<file path="config.mk">
export PLATFORM = sky130hd
export DESIGN_NAME = uart_report_fmt
export DESIGN_NICKNAME = d
export VERILOG_FILES = /design/src/rtl/uart_report_fmt.sv
export SDC_FILE = /design/constraint.sdc
export NUM_CORES = 1
export LEC_CHECK = 0
export CAP_MARGIN = 40
export CORE_MARGIN = 3
export CORE_UTILIZATION = 58
export CTS_BUF_LIST = sky130_fd_sc_hd__clkbuf_16
export DETAILED_ROUTE_END_ITERATION = 10
export GPL_TIMING_DRIVEN = 0
export PLACE_DENSITY = 0.94
export SYNTH_ARGS = -nofsm -noshare
export SYNTH_HDL_FRONTEND = slang
export SYNTH_SLANG_ARGS = --single-unit
</file>
<file path="constraint.sdc">
create_clock -name clk -period 13.35 [get_ports clk]
set_clock_uncertainty 0.1 [all_clocks]
set_input_delay 2.67 -clock clk [delete_from_list [all_inputs] [get_ports clk]]
set_output_delay 2.67 -clock clk [all_outputs]
set_load 0.1 [all_outputs]
</file>
<file path="src/rtl/uart_report_fmt.sv">
// Periodic / triggered ADC reporter: snapshots all channels and streams one ASCII line per
// enabled channel ("V01 - 1234 V\n\r") to a UART transmitter over a valid/ready handshake.
module uart_report_fmt #(
  parameter int unsigned CHANNELS = 13,
  parameter int unsigned DIGITS   = 4,
  parameter int unsigned PERIOD   = 65_000_000,
  parameter logic [7:0]  UNIT     = 8'h56
) (
  input  logic                         clk,
  input  logic                         rst_n,
  input  logic [CHANNELS*DIGITS*4-1:0] adc_in,
  input  logic [CHANNELS-1:0]          ch_enable,
  input  logic                         trigger,
  input  logic                         tx_ready,
  output logic [7:0]                   tx_data,
  output logic                         tx_valid,
  output logic                         busy,
  output logic                         frame_done
);

  localparam int unsigned AdcW = CHANNELS * DIGITS * 4;
  localparam int unsigned ChW  = (CHANNELS > 1) ? $clog2(CHANNELS) : 1;
  localparam int unsigned CntW = $clog2(PERIOD);
  localparam int unsigned IdxW = 5;
  localparam int          Dig  = int'(DIGITS);
  localparam int          Last = Dig + 9;

  typedef enum logic [1:0] {StIdle, StLoad, StSend, StDone} state_e;

  state_e            state_q, state_d;
  logic [CntW-1:0]   cnt_q, cnt_d;
  logic              pending_q, pending_d;
  logic [AdcW-1:0]   snap_adc_q, snap_adc_d;
  logic [CHANNELS-1:0] snap_en_q, snap_en_d;
  logic [ChW-1:0]    ch_q, ch_d;
  logic [IdxW-1:0]   idx_q, idx_d;
  logic [7:0]        tx_data_q, tx_data_d;

  logic              wrap;
  logic [CHANNELS-1:0] search_mask;
  int                search_from;
  int                next_ch;
  logic              found;

  // Character idx of the line for channel ch (0-based), digits taken from adc.
  function automatic logic [7:0] char_at(input int ch, input int idx, input logic [AdcW-1:0] adc);
    logic [3:0] nib;
    int         num;
    logic [7:0] c;
    num = ch + 1;
    nib = 4'h0;
    c   = 8'h0D;
    if (idx == 0)                       c = UNIT;
    else if (idx == 1)                  c = 8'h30 + 8'(num / 10);
    else if (idx == 2)                  c = 8'h30 + 8'(num % 10);
    else if (idx == 3 || idx == 5)      c = 8'h20;
    else if (idx == 4)                  c = 8'h2D;
    else if (idx < Dig + 6) begin
      // MSD first: digit (idx-6) lives at nibble position DIGITS-1-(idx-6) of the channel
      nib = 4'(adc >> ((ch * Dig + Dig - 1 - (idx - 6)) * 4));
      c   = (nib > 4'd9) ? 8'h3F : {4'h3, nib};
    end
    else if (idx == Dig + 6)            c = 8'h20;
    else if (idx == Dig + 7)            c = UNIT;
    else if (idx == Dig + 8)            c = 8'h0A;
    else                                c = 8'h0D;
    return c;
  endfunction

  assign wrap = (cnt_q == CntW'(PERIOD - 1));

  always_comb begin
    cnt_d = wrap ? '0 : cnt_q + CntW'(1);
  end

  // Lowest enabled channel at or above search_from; LOAD searches the live mask from 0.
  always_comb begin
    search_mask = (state_q == StLoad) ? ch_enable : snap_en_q;
    search_from = (state_q == StLoad) ? 0 : int'(ch_q) + 1;
    found       = 1'b0;
    next_ch     = 0;
    for (int k = int'(CHANNELS) - 1; k >= 0; k--) begin
      if (1'(search_mask >> k) && k >= search_from) begin
        found   = 1'b1;
        next_ch = k;
      end
    end
  end

  always_comb begin
    state_d    = state_q;
    pending_d  = pending_q | trigger | wrap;
    snap_adc_d = snap_adc_q;
    snap_en_d  = snap_en_q;
    ch_d       = ch_q;
    idx_d      = idx_q;
    unique case (state_q)
      StIdle: begin
        if (pending_q) state_d = StLoad;
      end
      StLoad: begin
        snap_adc_d = adc_in;
        snap_en_d  = ch_enable;
        pending_d  = trigger | wrap;
        if (found) begin
          state_d = StSend;
          ch_d    = ChW'(next_ch);
          idx_d   = '0;
        end else begin
          state_d = StDone;
        end
      end
      StSend: begin
        if (tx_ready) begin
          if (int'(idx_q) < Last) begin
            idx_d = idx_q + IdxW'(1);
          end else if (found) begin
            ch_d  = ChW'(next_ch);
            idx_d = '0;
          end else begin
            state_d = StDone;
          end
        end
      end
      StDone: begin
        state_d = StIdle;
      end
      default: begin
        state_d = StIdle;
      end
    endcase
    // Char index 0 is always UNIT, so the not-yet-loaded snapshot is never read here.
    tx_data_d = (state_d == StSend) ? char_at(int'(ch_d), int'(idx_d), snap_adc_q) : 8'h00;
  end

  always_ff @(posedge clk or negedge rst_n) begin
    if (!rst_n) begin
      state_q    <= StIdle;
      cnt_q      <= '0;
      pending_q  <= 1'b0;
      snap_adc_q <= '0;
      snap_en_q  <= '0;
      ch_q       <= '0;
      idx_q      <= '0;
      tx_data_q  <= 8'h00;
    end else begin
      state_q    <= state_d;
      cnt_q      <= cnt_d;
      pending_q  <= pending_d;
      snap_adc_q <= snap_adc_d;
      snap_en_q  <= snap_en_d;
      ch_q       <= ch_d;
      idx_q      <= idx_d;
      tx_data_q  <= tx_data_d;
    end
  end

  assign tx_data    = tx_data_q;
  assign tx_valid   = (state_q == StSend);
  assign busy       = (state_q != StIdle);
  assign frame_done = (state_q == StDone);

endmodule

</file>
After elaboration in Yosys (flattened, before gate mapping)
Index checks and enable logic that the tools add are counted.
{"block": "word_totals", "register_bits": 267, "inputBits": 225, "out_inout_bits": 11}
{"block": "op_classes", "add_sub_neg": 10, "div_mod_pow": 2, "order_cmp": 16, "eq_ne": 13, "shifts": 1, "mux": 55, "bitwise_logic": 3, "n_reduce_logical": 17}
{"cell": "208-bit by 32-bit right shift with 4-bit output", "n": 1}
{"cell": "4-bit two-way mux", "n": 17}
{"cell": "7-bit two-way mux", "n": 5}
{"cell": "32-bit by 5-bit divider with 32-bit output, second input constant", "n": 1}
{"cell": "32-bit by 5-bit modulo with 32-bit output, second input constant", "n": 1}
{"cell": "8-bit two-way mux", "n": 4}
{"cell": "26-bit by 1-bit adder with 26-bit output, second input constant", "n": 1}
{"cell": "26-bit == test, second input constant", "n": 1}
{"cell": "26-bit two-way mux", "n": 1}
{"cell": "4-bit by 5-bit >= comparator with 1-bit output, first input constant", "n": 5}
{"cell": "3-bit by 5-bit >= comparator with 1-bit output, first input constant", "n": 4}
{"cell": "5-bit two-way mux", "n": 4}
{"cell": "6-bit by 8-bit adder with 8-bit output, first input constant", "n": 2}
{"cell": "5-bit == test, second input constant", "n": 3}
{"cell": "1-bit two-way mux", "n": 15}
{"cell": "1-bit logical AND", "n": 13}
{"cell": "13-bit two-way mux", "n": 1}
{"cell": "4-bit by 1-bit adder with 5-bit output, second input constant", "n": 2}
{"cell": "5-bit by 3-bit == test with 1-bit output, second input constant", "n": 2}
{"cell": "5-bit by 4-bit == test with 1-bit output, second input constant", "n": 2}
{"cell": "1-bit by 5-bit >= comparator with 1-bit output, first input constant", "n": 2}
{"cell": "2-bit by 5-bit >= comparator with 1-bit output, first input constant", "n": 2}
{"cell": "5-bit by 4-bit < comparator with 1-bit output, second input constant", "n": 2}
{"cell": "5-bit one-hot mux with 2 select lines", "n": 1}
{"cell": "18 further kinds", "n": 25}

Logic depth before layout (Yosys ltp)
{"block": "logic_depth", "word_depth": 34, "ltp_mapped": 29, "depth_no_buf": 24}

Worst setup path after synthesis
Ideal clock, no wire load.
{"block": "synth_path", "path_type": "input to register", "start": "input ch_enable[5]", "end": "register tx_data_q[1], in the netlist tx_data[1]", "setup_ps": 126, "arrival_ps": 8095, "setup_slack_ps": 5029, "cell_stages": 23, "path_buffers": 4, "cell_sequence": "mux2_2 -> o21a_1 -> o41a_1 -> a211o_1 -> o41ai_4 -> clkbuf_1 -> clkbuf_1 -> ha_1 -> xnor2_1 -> ha_1 -> clkbuf_1 -> o21a_1 -> nor2_1 -> xnor2_1 -> clkbuf_1 -> mux2i_1 -> mux2i_1 -> a22oi_1 -> a31oi_1 -> a2111o_1 -> o211ai_1 -> nand2_1 -> a221o_1"}
{"block": "synth_via", "word_cells_on_any_way": 61, "cone_classes": "add/sub: 7; div: 2; order compare: 2; eq/ne: 9; shift: 1; mux: 37; reduce/logical: 3"}
{"element": "start, declared", "line_no": "12", "source": "input logic [CHANNELS-1:0] ch_enable,"}
{"element": "13-bit two-way mux *"}
{"element": "1-bit logical AND *", "line_no": "83", "source": "if (1'(search_mask >> k) && k >= search_from) begin"}
{"element": "1-bit two-way mux * (6 in a row)", "line_no": "83"}
{"element": "5-bit two-way mux *", "line_no": "105, 117"}
{"element": "5-bit two-way mux", "line_no": "115", "source": "if (int'(idx_q) < Last) begin"}
{"element": "5-bit two-way mux", "line_no": "114", "source": "if (tx_ready) begin"}
{"element": "5-bit one-hot mux with 2 select lines *", "line_no": "97", "source": "unique case (state_q)"}
{"element": "via idx_d[1]", "line_no": "36", "source": "logic [IdxW-1:0] idx_q, idx_d;"}
{"element": "(+5 left out)"}
{"element": "7-bit two-way mux", "line_no": "58", "source": "else if (idx < Dig + 6) begin"}
{"element": "7-bit two-way mux", "line_no": "57", "source": "else if (idx == 4) c = 8'h2D;"}
{"element": "7-bit two-way mux", "line_no": "56", "source": "else if (idx == 3 || idx == 5) c = 8'h20;"}
{"element": "8-bit two-way mux", "line_no": "55", "source": "else if (idx == 2) c = 8'h30 + 8'(num % 10);"}
{"element": "8-bit two-way mux", "line_no": "54", "source": "else if (idx == 1) c = 8'h30 + 8'(num / 10);"}
{"element": "8-bit two-way mux *", "line_no": "53", "source": "if (idx == 0) c = UNIT;"}
{"element": "8-bit two-way mux *", "line_no": "133", "source": "tx_data_d = (state_d == StSend) ? char_at(int'(ch_d), int'(idx_d), snap_adc_q) : 8'h00;"}
{"element": "via tx_data_d[1]", "line_no": "37", "source": "logic [7:0] tx_data_q, tx_data_d;"}
{"element": "end signal, assigned", "line_no": "154", "source": "tx_data_q <= tx_data_d;"}
{"element": "end, declared", "line_no": "37"}
The timed path passes the listed nets; every way through them passes the cells marked *.
A chain may end at the register's enable or synchronous reset.

Worst setup path after layout
{"block": "layout_path", "start": "input ch_enable[5]", "end": "register tx_data_q[1], in the netlist tx_data[1]"}
{"block": "layout_via", "word_cells_on_any_way": 61, "cone_classes": "add/sub: 7; div: 2; order compare: 2; eq/ne: 9; shift: 1; mux: 37; reduce/logical: 3"}
{"element": "13-bit two-way mux *"}
{"element": "via search_mask[5]", "line_no": "40", "source": "logic [CHANNELS-1:0] search_mask;"}
{"element": "1-bit logical AND *", "line_no": "83"}
{"element": "1-bit two-way mux * (6 in a row)", "line_no": "83"}
{"element": "5-bit two-way mux *", "line_no": "105, 117"}
{"element": "5-bit two-way mux", "line_no": "115"}
{"element": "5-bit two-way mux", "line_no": "114"}
{"element": "5-bit one-hot mux with 2 select lines *", "line_no": "97"}
{"element": "via idx_d[1]", "line_no": "36"}
{"element": "(+5 left out)"}
{"element": "7-bit two-way mux", "line_no": "58"}
{"element": "7-bit two-way mux", "line_no": "57"}
{"element": "7-bit two-way mux", "line_no": "56"}
{"element": "8-bit two-way mux", "line_no": "55"}
{"element": "8-bit two-way mux", "line_no": "54"}
{"element": "8-bit two-way mux *", "line_no": "53"}
{"element": "8-bit two-way mux *", "line_no": "133"}
{"element": "via tx_data_d[1]", "line_no": "37"}
Marks and branches as above.

==> metrics.json <==
{
  "outcome": {
    "run_status": "finished clean"
  },
  "finish": {
    "utilization_pct": 76.5,
    "layout_commonest_cell": "sky130_fd_sc_hd__dfrtp_1",
    "post_layout_nonfiller_instances": 1910,
    "finalInstanceArea_um2": 18200,
    "drive_above_1_share_pct": 20.4,
    "layout-area-overhead-vs-synth_pct": 28.2,
    "regArea_um2": 6680,
    "multi_input_gate_area_in_the_final_layout_um2": 7030,
    "most-common-layout-cells": "sky130_fd_sc_hd__dfrtp_1 (267), sky130_fd_sc_hd__clkdlybuf4s50_1 (234), sky130_fd_sc_hd__mux2_2 (214)",
    "design.final.nets": 1817,
    "fillerInstances": 1389
  },
  "floorplanning": {
    "die_h_um": 162,
    "floorplan.die_area_um2": 26300,
    "design.portCount": 236,
    "core_um2": 23800,
    "floorplan.initialDensity_pct": 59.7,
    "die-width_um": 162,
    "fp_rows": 56
  },
  "global_route": {
    "grt_antenna_before_repair": 2,
    "globalRouteOverflowTotal": 0,
    "track_usage_pct": 35.2,
    "global_route_wire_length_before_repair_mm": 72.4,
    "grt_max_degree": 123,
    "via_count_of_the_first_global_routing_pass": 13100
  },
  "power": {
    "vdd.ir_drop.worst_v": 0.000173,
    "power_density_nw_per_um2": 263,
    "overall_power_mw": 4.78,
    "leakage_nw": 7.49
  },
  "logic_synthesis": {
    "synth-edff-count": 0,
    "yosys.cell_types.count": 85,
    "synth.net_count": 1538,
    "warning_count_from_the_yosys_run": 0,
    "synth_sequential_area_ratio_pct": 47.2,
    "ys_seq_elements": 267,
    "synth_area_per_cell_um2": 11.0,
    "netlist_area_um2": 14200,
    "postSynth.asyncResetShare_pct": 100,
    "synth-main-ff-cell": "sky130_fd_sc_hd__dfrtp_1",
    "post_syn_instances": 1289
  },
  "setup_path": {
    "worstReg2RegStart": "state_q[1]$_DFF_PN0_",
    "timing.reg2reg.worst_path_depth": 27,
    "timing.setup.critical_path_class": "in2reg",
    "cp_data_required_time_ps": 13680,
    "cp_data_arrival_time_ps": 10920,
    "end_kind": "flop",
    "worst-r2r-setup-slack_ps": 4290,
    "critical_path.max_fanout": 11,
    "regToRegEndpoint": "tx_data[1]$_DFF_PN0_",
    "crit_path_start_kind": "input port"
  },
  "clock_network": {
    "quantity_of_gates_resized_following_cts": 0,
    "cts-buffers-inserted": 28,
    "cts_sinks": 267,
    "clock_tree.htree_level_count": 1,
    "postCtsSetupRepairBufs": 0,
    "clock_insertion_delay_worst_skew_ps": 560,
    "tritoncts_clock_tree": "done",
    "root_buffer": "sky130_fd_sc_hd__clkbuf_16",
    "clock_transition_at_the_register_clock_pins_on_the_worst_setup_and_hold_paths_after_cts_ps": 70,
    "cts.hold.buffers_added": 0,
    "cts_max_path_buffers": 3
  },
  "drt": {
    "via_per_inst": 6.54,
    "drc": 0,
    "dr.pass1.iters": 6,
    "detail_route.wirelength_mm": 47.0,
    "drt_iter0_drc": 1711,
    "route.vias.total": 12500,
    "postRouteAntennaNets": 0,
    "avgRoutedWirePerCell_um": 24.6
  },
  "place": {
    "detailedPlacementHpwl_mm": 33.2,
    "replace_congestion": 0.933,
    "port_buffers": 235,
    "post_dp_cell_area_um2": 17200,
    "dp.cells": 1857
  },
  "worst_hold_path": {
    "hold_depth": 1,
    "timing.hold.worst.start": "snap_en_q[11]$_DFF_PN0_",
    "hold-path-endpoint": "snap_en_q[11]$_DFF_PN0_",
    "hp-class": "reg2reg"
  },
  "sta": {
    "report.final.hold_viol_count": 0,
    "post-route-period-util_pct": 79.3,
    "timing.hold.ws_ps": 379,
    "worst_slew_pin_slew_ps": 944,
    "rsz_0062_raised_after_global_routing": "false",
    "timing.final.setup_violations": 0,
    "slew_violations": 0,
    "relSlewSlack_pct": 37.1,
    "highest_attainable_clock_frequency_mhz": 94.4,
    "min_period_ps": 10590
  },
  "flow_run": {
    "drv_cap": 0
  }
}
[kinds of logic after synthesis]
family	count (synthesis)	synth area share, %
buf+inv	107	3.21
xor+xnor	36	2.28
flops	267	47.2
mux	262	21.3
compound gates	246	12.8
simple gates	347	11.2
fa+ha+maj	24	2.12
[cell usage after synthesis, types with 16 or more instances]
cell                       number  area, um2
sky130_fd_sc_hd__xor2_1        16        140
sky130_fd_sc_hd__a21oi_1       44        220
sky130_fd_sc_hd__mux2_2       214       2410
sky130_fd_sc_hd__nand3_1       49        245
sky130_fd_sc_hd__ha_1          24        300
sky130_fd_sc_hd__inv_1         28        105
sky130_fd_sc_hd__nor2_1        62        233
sky130_fd_sc_hd__xnor2_1       19        166
sky130_fd_sc_hd__dfrtp_1      267       6680
sky130_fd_sc_hd__nand2_1      153        574
sky130_fd_sc_hd__clkbuf_1      52        195
sky130_fd_sc_hd__mux2i_1       38        380
sky130_fd_sc_hd__o21ai_0       34        170
[per-stage QoR]
stage               setup TNS [ps]  setup WS (ps)
floorplan                        0           5030
global placement           -395610          -1520
detailed placement               0           2620
CTS                              0           3100
global route                     0           2690
finish                           0           2760
[layout make-up]
cell class	count	area share (%)
flip-flops and latches	267	36.8
repair buffers	249	14.2
inverters	32	0.661
plain buffers	75	1.84
well taps	319	2.20
clock buffers	28	3.86
diodes	1	0.0138
multi-input cells	915	38.7
clock inverters	24	1.68
[worst max-delay path, cell delays in order]
cell	delay, ps
sky130_fd_sc_hd__clkdlybuf4s50_1	420
sky130_fd_sc_hd__mux2_2	290
sky130_fd_sc_hd__o21a_1	150
sky130_fd_sc_hd__o41a_1	460
sky130_fd_sc_hd__a211o_1	340
sky130_fd_sc_hd__o41ai_4	740
sky130_fd_sc_hd__clkbuf_1	690
sky130_fd_sc_hd__clkbuf_1	550
sky130_fd_sc_hd__ha_1	350
sky130_fd_sc_hd__inv_1	50
sky130_fd_sc_hd__ha_1	110
sky130_fd_sc_hd__clkbuf_1	510
sky130_fd_sc_hd__o21a_1	200
sky130_fd_sc_hd__nor2_1	90
sky130_fd_sc_hd__xnor2_1	610
sky130_fd_sc_hd__clkbuf_1	680
sky130_fd_sc_hd__mux4_2	420
sky130_fd_sc_hd__mux2i_1	350
sky130_fd_sc_hd__o21ai_0	200
sky130_fd_sc_hd__a2111o_1	440
sky130_fd_sc_hd__o211ai_1	140
sky130_fd_sc_hd__nand2_1	80
sky130_fd_sc_hd__a221o_1	370
[state kept, by name, summed over array words and instances, names as in the netlist]
name        flops
snap_adc_q    208
cnt_q          26
snap_en_q      13
tx_data         8
idx_q           5
ch_q            4
state_q         2
pending_q       1
[layer usage]
metal	track usage (%)	vias to the layer above	routed length [um]
met5	0	-	9
met4	18.8	2	2950
met3	8.98	270	4930
met2	59.4	904	22600
met1	41.6	6049	16400
li1	-	5266	-
[where the power goes]
group / total [mW] / switching (mW) / internal [mW]
sequential: 1.41 / 0.238 / 1.18
clock: 0.863 / 0.344 / 0.518
combinational: 2.51 / 1.45 / 1.06
total: 4.78 / 2.03 / 2.76
[how the worst max path moves through the flow]
stage / from / endpoint / slack [ps] / depth (start not counted)
finish: ch_enable[5] / tx_data[1]$_DFF_PN0_ / 2760 / 23
global route: ch_enable[5] / tx_data[0]$_DFF_PN0_ / 2690 / 25
CTS: ch_enable[5] / tx_data[1]$_DFF_PN0_ / 3100 / 23
detailed placement: ch_enable[5] / tx_data[1]$_DFF_PN0_ / 2620 / 24
global placement: rst_n / snap_adc_q[182]$_DFFE_PN0P_ / -1520 / 1
floorplan: ch_enable[5] / tx_data[1]$_DFF_PN0_ / 5030 / 23
Power figures use the tool's default switching activity.
